`src/rtl/shreg_frame_ctrl.sv`:
```
// Frame sequencer for an 8-bit shift register: load, WIDTH spaced shift pulses, capture.
// Define SHREG_FRAME_CTRL_CONTINUOUS_EN to allow back-to-back frames from DONE.
module shreg_frame_ctrl #(
  parameter int WIDTH = 8,
  parameter int DIV   = 4
) (
  input  logic             Clk,
  input  logic             Rst_n,
  input  logic             start,
  input  logic             abort,
  input  logic [WIDTH-1:0] txData,
  input  logic [WIDTH-1:0] srParallelDataOut,
  output logic             srParallelLoad,
  output logic [WIDTH-1:0] srParallelDataIn,
  output logic             srPeripheralClkEdge,
  output logic             busy,
  output logic             done,
  output logic [WIDTH-1:0] rxData
);

  localparam int DW = 8;
  localparam int BW = $clog2(WIDTH + 1);
  localparam logic [DW-1:0] DIV_LAST = DW'(DIV - 1);
  localparam logic [BW-1:0] BIT_LAST = BW'(WIDTH - 1);

  typedef enum logic [2:0] {
    S_IDLE,
    S_LOAD,
    S_SHIFT,
    S_CAPTURE,
    S_DONE
  } state_t;

  state_t           state_q, state_d;
  logic [DW-1:0]    divCnt_q, divCnt_d;
  logic [BW-1:0]    bitCnt_q, bitCnt_d;
  logic [WIDTH-1:0] tx_q, tx_d;
  logic [WIDTH-1:0] rx_q, rx_d;
  logic             startOk;
  logic             edgeHit;

  // abort always wins over a simultaneous start
  assign startOk = start && !abort;

  assign edgeHit = (state_q == S_SHIFT) &&
                   (divCnt_q == DIV_LAST) && !abort;

  always_ff @(posedge Clk or negedge Rst_n) begin
    if (!Rst_n) begin
      state_q  <= S_IDLE;
      divCnt_q <= '0;
      bitCnt_q <= '0;
      tx_q     <= '0;
      rx_q     <= '0;
    end else begin
      state_q  <= state_d;
      divCnt_q <= divCnt_d;
      bitCnt_q <= bitCnt_d;
      tx_q     <= tx_d;
      rx_q     <= rx_d;
    end
  end

  always_comb begin
    state_d  = state_q;
    divCnt_d = divCnt_q;
    bitCnt_d = bitCnt_q;
    tx_d     = tx_q;
    rx_d     = rx_q;
    unique case (state_q)
      S_IDLE: begin
        if (startOk) begin
          tx_d    = txData;
          state_d = S_LOAD;
        end
      end
      S_LOAD: begin
        divCnt_d = '0;
        bitCnt_d = '0;
        state_d  = abort ? S_IDLE : S_SHIFT;
      end
      S_SHIFT: begin
        if (abort) begin
          state_d = S_IDLE;
        end else begin
          if (divCnt_q == DIV_LAST) begin
            divCnt_d = '0;
          end else begin
            divCnt_d = divCnt_q + 1'b1;
          end
          if (edgeHit) begin
            bitCnt_d = bitCnt_q + 1'b1;
            if (bitCnt_q == BIT_LAST) begin
              state_d = S_CAPTURE;
            end
          end
        end
      end
      S_CAPTURE: begin
        rx_d    = srParallelDataOut;
        state_d = S_DONE;
      end
      S_DONE: begin
`ifdef SHREG_FRAME_CTRL_CONTINUOUS_EN
        if (startOk) begin
          tx_d    = txData;
          state_d = S_LOAD;
        end else begin
          state_d = S_IDLE;
        end
`else
        state_d = S_IDLE;
`endif
      end
      default: state_d = S_IDLE;
    endcase
  end

  assign srParallelLoad      = (state_q == S_LOAD);
  assign srPeripheralClkEdge = edgeHit;
  assign busy                = (state_q != S_IDLE);
  assign done                = (state_q == S_DONE);
  assign srParallelDataIn    = tx_q;
  assign rxData              = rx_q;

endmodule

```
`config.mk`:
```
export PLATFORM = sky130hd
export DESIGN_NAME = shreg_frame_ctrl
export DESIGN_NICKNAME = d
export VERILOG_FILES = /design/src/rtl/shreg_frame_ctrl.sv
export SDC_FILE = /design/constraint.sdc
export NUM_CORES = 1
export LEC_CHECK = 0
export ABC_AREA = 1
export CAP_MARGIN = 10
export CORE_AREA = 2 2 59 61
export CTS_BUF_LIST = sky130_fd_sc_hd__clkbuf_8
export CTS_CLUSTER_SIZE = 20
export DETAILED_ROUTE_END_ITERATION = 6
export DIE_AREA = 0 0 61 63
export PLACE_DENSITY = 0.8
export SYNTH_ARGS = -nofsm -noshare
export SYNTH_HDL_FRONTEND = slang
export SYNTH_SLANG_ARGS = --single-unit
```
`constraint.sdc`:
```
create_clock -name Clk -period 1.45 [get_ports Clk]
set_input_delay 0.29 -clock Clk [delete_from_list [all_inputs] [get_ports Clk]]
set_output_delay 0.29 -clock Clk [all_outputs]
set_load 0.03 [all_outputs]
```
==> impl_metrics.env, run 1 <==
export IMPL_p_per_area_nw_per_um2=1770
export IMPL_grt_busiest_layer="met2"
export IMPL_cts_buffer_depth=2
export IMPL_via_per_inst=4.78
export IMPL_slew_headroom_pct=78.3
export IMPL_cts_sinks=31
export IMPL_die_width_um=61
export IMPL_yosys_register_bits=31
export IMPL_critPathKind="register to output pin"
export IMPL_maxCapViolations=0
export IMPL_worstRegToRegCells=8
export IMPL_worst_slew_pin_slew_ns=0.327
export IMPL_initial_core_util_pct=48.5
export IMPL_synth_area_um2=1570
export IMPL_status="finished, violations left"
export IMPL_syn_avg_cell_area_um2=8.17
export IMPL_critPathMaxFanout=2
export IMPL_synth_area_top_cells="dfrtp_1 (49%), nand2_1 (17%), nand3_1 (4.8%)"
export IMPL_dp_hpwl_um=2330
export IMPL_die_h_um=63
export IMPL_synth_nets=214
export IMPL_syn_inst=192
export IMPL_antenna_found_initial=0
export IMPL_gp_congestion=0.829
export IMPL_cp_arrival_ns=1.33
export IMPL_num_rows=21
export IMPL_wl_per_cell_um=11.4
export IMPL_drive_above_1_share_pct=25.5
export IMPL_cts_buffers_inserted=5
export IMPL_grt_util_met1_pct=24.2
export IMPL_path_clk_slew_ns=0.07
export IMPL_yosysWarnings=0
export IMPL_coreArea_um2=3230
export IMPL_synth_ff_type="dfrtp_1"
export IMPL_holdBufCountCts=0
export IMPL_num_vias=1459
export IMPL_ir_worst_vdd_mv=1.26
export IMPL_gr_total_overflow=0
export IMPL_io_buffers=39
export IMPL_grt_pass1_vias=1425
export IMPL_wirelength_um=3480
export IMPL_htreeDepth=2
export IMPL_postRouteAntennaNets=0
export IMPL_cp_start_kind="register"
export IMPL_min_path_type="input port to async pin"
export IMPL_netlist_cell_type_count=24
export IMPL_synth_edf_count=0
export IMPL_end_kind="output pin"
export IMPL_place_area_um2=2110
export IMPL_synth_largest_area_cell="dfrtp_1"
export IMPL_setup_viol=2
export IMPL_rsz0062_at_grt="true"
export IMPL_violations="setup timing"
export IMPL_final_area_um2=2290
export IMPL_slew_viol_final=0
export IMPL_fin_util_pct=70.8
export IMPL_root_buffer="clkbuf_8"
export IMPL_drt_iter0_drc=54
export IMPL_firstDrtPassIters=4
export IMPL_die_area_um2=3840
export IMPL_cts_tree="yes"
export IMPL_async_flop_share_pct=100
export IMPL_hold_viol_final=0
export IMPL_fin_nets=281
export IMPL_fmax_mhz=616
export IMPL_io_pins=40
export IMPL_clock_latency_ns=0.29
export IMPL_use_met2_pct=30.1
export IMPL_yosysSeqAreaShare_pct=49.5
export IMPL_grt_pass1_wl_um=5750
export IMPL_grt_max_degree=32
export IMPL_met3_usage_pct=8.49
export IMPL_worstPathRequired_ns=1.16
export IMPL_worst_slack_ns=-0.173
export IMPL_skew_ns=0.00701
export IMPL_fin_crit_sh_pct=112
export IMPL_syn2layout_area_growth_pct=46.0
export IMPL_p_leak_nw=1.21
export IMPL_n_antenna_cell=0
export IMPL_finalCriticalPeriod_ns=1.62
export IMPL_grtUsageTotal_pct=20.2
export IMPL_synth_top_area_share_pct=49.5
export IMPL_drc=0
## routing by layer
metal / vias to the layer above / part of all wire (%)
met2: 42 / 49
met3: 11 / 7.0
met4: 0 / 2.2
met1: 677 / 42
met5: - / 0
li1: 729 / -
## power by group
part | internal, mW | total (mW) | switching [mW]
clock network | 0.372 | 0.690 | 0.318
logic | 0.767 | 2.08 | 1.31
registers | 1.13 | 1.28 | 0.154
total | 2.27 | 4.05 | 1.78
## metrics by stage
stage | hold WS, ns | total power [mW] | TNS [ns] | instances | setup WS (ns)
3_5_place_dp | 0.465 | 3.28 | -0.0935 | 290 | -0.0457
5_1_grt | 0.369 | 4.30 | -0.317 | 305 | -0.255
4_1_cts | 0.362 | 3.97 | -0.126 | 304 | -0.126
2_1_floorplan | -0.00559 | 2.52 | 0 | 192 | 0.000186
3_3_place_gp | 0.461 | 3.25 | -0.0330 | 290 | -0.0330
6_report | 0.357 | 4.05 | -0.174 | 305 | -0.173
## state kept, by name, indices dropped and copies added (netlist names)
signal and cells:
bitCnt_q 4, divCnt_q 8, rxData 8, srParallelDataIn 8, state_q 3
## cell usage after synthesis, types with 2 or more instances
| master | n |
|---|---|
| o21ai_1 | 3 |
| nand3_1 | 15 |
| inv_1 | 18 |
| inv_2 | 5 |
| o21ai_2 | 8 |
| dfrtp_1 | 31 |
| nand2_1 | 72 |
| ha_1 | 2 |
| nor2_1 | 14 |
| nand2_4 | 2 |
| nand3_2 | 2 |
| nand4_1 | 3 |
| nor2_4 | 2 |
| nand2_2 | 5 |
## critical path, cell delays in order, from the launching register on
cell and delay [ns]:
dfrtp_1 0.38, ha_2 0.21, nand3_2 0.08, nor2_4 0.14
nand2_4 0.07, inv_4 0.05, buf_6 0.12
## cell usage in the layout (no fill, tap or decap)
cell             instances
nand2_1                 72
dfrtp_1                 30
buf_4                   20
clkdlybuf4s50_1         19
dlygate4sd2_1           16
inv_1                   15
nor2_1                  14
nand3_1                 14
o21ai_2                  8
inv_2                    6
clkbuf_8                 6
buf_6                    5
nand2_2                  4
inv_4                    3
nand2_4                  3
nor2_4                   3
nand4_1                  3
o21ai_1                  3
nand3_4                  2
nand3_2                  2
clkinv_1                 1
xor2_1                   1
o21bai_1                 1
xnor2_1                  1
nor3b_1                  1
o21ai_0                  1
ha_2                     1
ha_1                     1
clkinv_2                 1
buf_12                   1
dfrtp_2                  1
## repair_timing
item                                   4_1_cts  5_1_grt
endpoints found under the hold margin        0        0
setup endpoints to repair                   19        4
setup buffers                                7        1
pin swaps                                    5        2
resized for setup                           23        9
## worst paths after layout
check	end	slack, ns	start
max	srPeripheralClkEdge	-0.17	divCnt_q[0]
min	divCnt_q[5]	0.36	Rst_n
max reg2reg	divCnt_q[1]	0.13	state_q[2]
min reg2reg	rxData[3]	0.48	rxData[3]
max in group asynchronous	state_q[2]	0.91	Rst_n
min in group Clk	rxData[3]	0.48	rxData[3]
## kinds of logic after synthesis
logic type / count (synthesis) / synth area share (%)
buffers and inverters: 26 / 6.86
adders and majority gates: 2 / 1.60
and+or+nand+nor: 118 / 34.7
AOI/OAI and AO/OA: 13 / 6.22
DFF: 31 / 49.5
xor gates and xnor gates: 2 / 1.12
## cell type report
type | instances | area (µm²)
Clock inverter | 1 | 5.00
Tap cell | 46 | 57.6
Clock buffer | 6 | 82.6
Inverter | 25 | 101
Sequential cell | 31 | 777
Multi-Input combinational cell | 135 | 709
Fill cell | 250 | 942
Timing Repair Buffer | 61 | 557
(Power assumes the default switching activity.)
==> inputs of run 2 (changes only) <==
--- a/config.mk
+++ b/config.mk
@@ -9,7 +9,7 @@
 export CAP_MARGIN = 10
 export CORE_AREA = 2 2 59 61
 export CTS_BUF_LIST = sky130_fd_sc_hd__clkbuf_8
-export CTS_CLUSTER_SIZE = 20
+export CTS_CLUSTER_SIZE = 40
 export DETAILED_ROUTE_END_ITERATION = 6
 export DIE_AREA = 0 0 61 63
 export PLACE_DENSITY = 0.8
==> results of run 2 <==
Same layout as run 1: the final DEF is identical, and so are final timing and power.
==> inputs of run 3 (changes only) <==
==> config.mk (replaced) <==
export PLATFORM = sky130hd
export DESIGN_NAME = shreg_frame_ctrl
export DESIGN_NICKNAME = d
export VERILOG_FILES = /design/src/rtl/shreg_frame_ctrl.sv
export SDC_FILE = /design/constraint.sdc
export NUM_CORES = 1
export LEC_CHECK = 0
export CAP_MARGIN = 10
export CORE_AREA = 2 2 58 60
export CTS_BUF_LIST = sky130_fd_sc_hd__clkbuf_8
export CTS_CLUSTER_SIZE = 40
export DETAILED_ROUTE_END_ITERATION = 6
export DIE_AREA = 0 0 60 62
export GPL_ROUTABILITY_DRIVEN = 0
export PLACE_DENSITY = 0.78
export SYNTH_ARGS = -nofsm -noshare
export SYNTH_HDL_FRONTEND = slang
export SYNTH_SLANG_ARGS = --single-unit
==> run 3 against run 2 <==
  * The flow still finishes with violations (setup timing)
  * Critical path depth shrank 2
  * Register-to-register slack got worse by 0.39 ns
  * Worst hold slack improved by 0.018 ns
  * Clock skew is essentially flat
  * Final cell count decreased by 13%
  * Critical path type unchanged
==> impl_metrics.env, run 3 <==
export IMPL_status="finished, violations left"
export IMPL_violations="setup timing"
export IMPL_p_per_area_nw_per_um2=1210
export IMPL_synth_most_common_cell="dfrtp_1"
export IMPL_cts_sinks=31
export IMPL_syn2layout_area_growth_pct=76.4
export IMPL_fmax_mhz=558
export IMPL_slew_headroom_pct=76.2
export IMPL_num_rows=21
export IMPL_yosys_register_bits=31
export IMPL_drive_above_1_share_pct=44.5
export IMPL_num_vias=1407
export IMPL_grt_pass1_vias=1341
export IMPL_worstPathRequired_ns=1.16
export IMPL_fin_crit_sh_pct=124
export IMPL_power_switching_mw=1.17
export IMPL_synth_nets=155
export IMPL_holdBufCountCts=0
export IMPL_die_width_um=60
export IMPL_cts_buffer_depth=2
export IMPL_p_leak_nw=1.17
export IMPL_path_clk_slew_ns=0.07
export IMPL_cts_buffers_inserted=5
export IMPL_yosys_top_cells_count="dfrtp_1 (31), nand2_1 (28), o21ai_0 (9)"
export IMPL_async_flop_share_pct=100
export IMPL_cts_tree="yes"
export IMPL_clock_latency_ns=0.28
export IMPL_synth_largest_area_cell="dfrtp_1"
export IMPL_n_antenna_cell=0
export IMPL_rsz0062_at_grt="true"
export IMPL_final_cell_mix="dfrtp_1 (31), buf_4 (24), nand2_1 (23), clkdlybuf4s50_1 (19), buf_6 (18)"
export IMPL_syn_avg_cell_area_um2=10.9
export IMPL_via_per_inst=5.33
export IMPL_drc=0
export IMPL_p_comb_share_pct=39.6
export IMPL_coreArea_um2=3180
export IMPL_final_area_um2=2550
export IMPL_yosysWarnings=0
export IMPL_synth_ff_type="dfrtp_1"
export IMPL_critPathMaxFanout=4
export IMPL_yosysSeqAreaShare_pct=53.6
export IMPL_synth_area_top_cells="dfrtp_1 (54%), nand2_1 (7.3%), mux2_2 (6.2%)"
export IMPL_power_share_switching_pct=37.9
export IMPL_dp_hpwl_um=2580
export IMPL_synth_top_area_share_pct=53.6
export IMPL_drt_iter0_drc=112
export IMPL_initial_core_util_pct=45.5
export IMPL_fin_nets=240
export IMPL_grt_max_degree=32
export IMPL_mostFrequentLayoutCell="dfrtp_1"
export IMPL_min_path_type="input port to async pin"
export IMPL_wl_per_cell_um=18.1
export IMPL_synth_edf_count=0
export IMPL_finalCriticalPeriod_ns=1.79
export IMPL_root_buffer="clkbuf_8"
export IMPL_slew_viol_final=0
export IMPL_worst_slew_pin_slew_ns=0.359
export IMPL_syn_inst=133
export IMPL_skew_ns=0.00703
export IMPL_grt_pass1_wl_um=6590
export IMPL_end_kind="output pin"
export IMPL_critPathKind="register to output pin"
export IMPL_cp_arrival_ns=1.50
export IMPL_hold_viol_final=0
export IMPL_place_area_um2=2090
export IMPL_worst_slack_ns=-0.342
export IMPL_die_h_um=62
export IMPL_setup_viol=26
export IMPL_gr_total_overflow=0
export IMPL_die_area_um2=3720
export IMPL_synth_area_um2=1450
export IMPL_htreeDepth=2
export IMPL_power_frac_seq_pct=38.3
export IMPL_firstDrtPassIters=5
export IMPL_maxCapViolations=0
export IMPL_ir_worst_vdd_mv=1.39
export IMPL_hold_ws_ns=0.375
export IMPL_antenna_found_initial=0
export IMPL_postRouteAntennaNets=0
export IMPL_grtUsageTotal_pct=24.1
export IMPL_internal_power_mw=1.92
export IMPL_netlist_cell_type_count=40
export IMPL_power_frac_clock_pct=22.1
export IMPL_io_buffers=39
export IMPL_io_pins=40
export IMPL_cp_start_kind="register"
export IMPL_wirelength_um=4770
run 3: cell types whose count changed in the layout (fill, tap and decap cells not counted), sizes merged, moves of 6 or more:
cell   before  now
nand2      79   28
mux2        0    8
nor2       17    8
and3        0    6
buf        26   45
inv        24    3
nand3      18    1
run 3: worst max-delay path, cell delays in order (launching register included):
cell,delay [ns]
dfrtp_1,0.40
buf_6,0.14
nor4b_4,0.31
and3_4,0.25
buf_6,0.12
run 3: area by class of cell:
| type | instances | area (µm²) |
|---|---|---|
| Timing Repair inverter | 1 | 5.00 |
| Clock buffer | 6 | 82.6 |
| Multi-Input combinational cell | 96 | 843 |
| Sequential cell | 31 | 776 |
| Timing Repair Buffer | 80 | 773 |
| Fill cell | 179 | 626 |
| Clock inverter | 1 | 5.00 |
| Inverter | 3 | 11.3 |
| Tap cell | 46 | 57.6 |
run 3: worst paths after layout:
path | start | end | slack (ns) | depth (start not counted)
max | state_q[2] | srPeripheralClkEdge | -0.34 | 4
min reg2reg | rxData[3] | rxData[3] | 0.49 | 2
min in group Clk | rxData[3] | rxData[3] | 0.49 | 2
max reg2reg | state_q[2] | divCnt_q[5] | -0.26 | 8
max in group asynchronous | Rst_n | rxData[3] | 0.90 | 2
min | Rst_n | bitCnt_q[0] | 0.38 | 2
run 3: logic make-up (layout without fill, tap and decap cells):
| group | after synthesis | after routing | share of synthesized area [%] |
|---|---|---|---|
| adders and majority gates | 2 | 2 | 1.73 |
| DFF | 31 | 31 | 53.6 |
| AOI/OAI and AO/OA | 21 | 21 | 10.5 |
| and+or+nand+nor | 61 | 61 | 23.0 |
| xor gates and xnor gates | 4 | 4 | 2.42 |
| buffers and inverters | 6 | 91 | 2.59 |
| muxes | 8 | 8 | 6.22 |
run 3: layer usage:
layer,vias up,global-route usage (%),part of all wire (%)
met5,-,0,0
met4,0,6.98,3.3
met3,15,5.38,4.3
met2,45,44.3,54
met1,708,28.2,38
li1,639,-,-
run 3: power groups by stage:
stage	sequential, mW	combinational (mW)	clock [mW]
6_report	1.18	1.22	0.683
3_5_place_dp	1.17	1.16	0
2_1_floorplan	1.51	0.272	0
3_3_place_gp	1.16	1.14	0
5_1_grt	1.20	1.29	0.740
4_1_cts	1.15	1.11	0.685
run 3: metrics by stage:
stage | setup slack (ns) | power, mW | TNS [ns] | instances | util, %
3_3_place_gp | -0.332 | 2.30 | -5.34 | 239 | 65.7
3_5_place_dp | -0.375 | 2.33 | -6.07 | 239 | 65.7
2_1_floorplan | -0.169 | 1.78 | -0.720 | 133 | -
5_1_grt | -0.403 | 3.23 | -6.45 | 264 | 80.3
4_1_cts | -0.289 | 2.94 | -2.83 | 255 | 74.0
6_report | -0.342 | 3.09 | -4.65 | 264 | 80.3
run 3: repair_timing:
action / in CTS / in global routing
setup buffers: 11 / 9
pin swaps: 17 / 18
gates resized for setup: 53 / 32
endpoints found under the setup margin: 41 / 27
cloned: 0 / 1
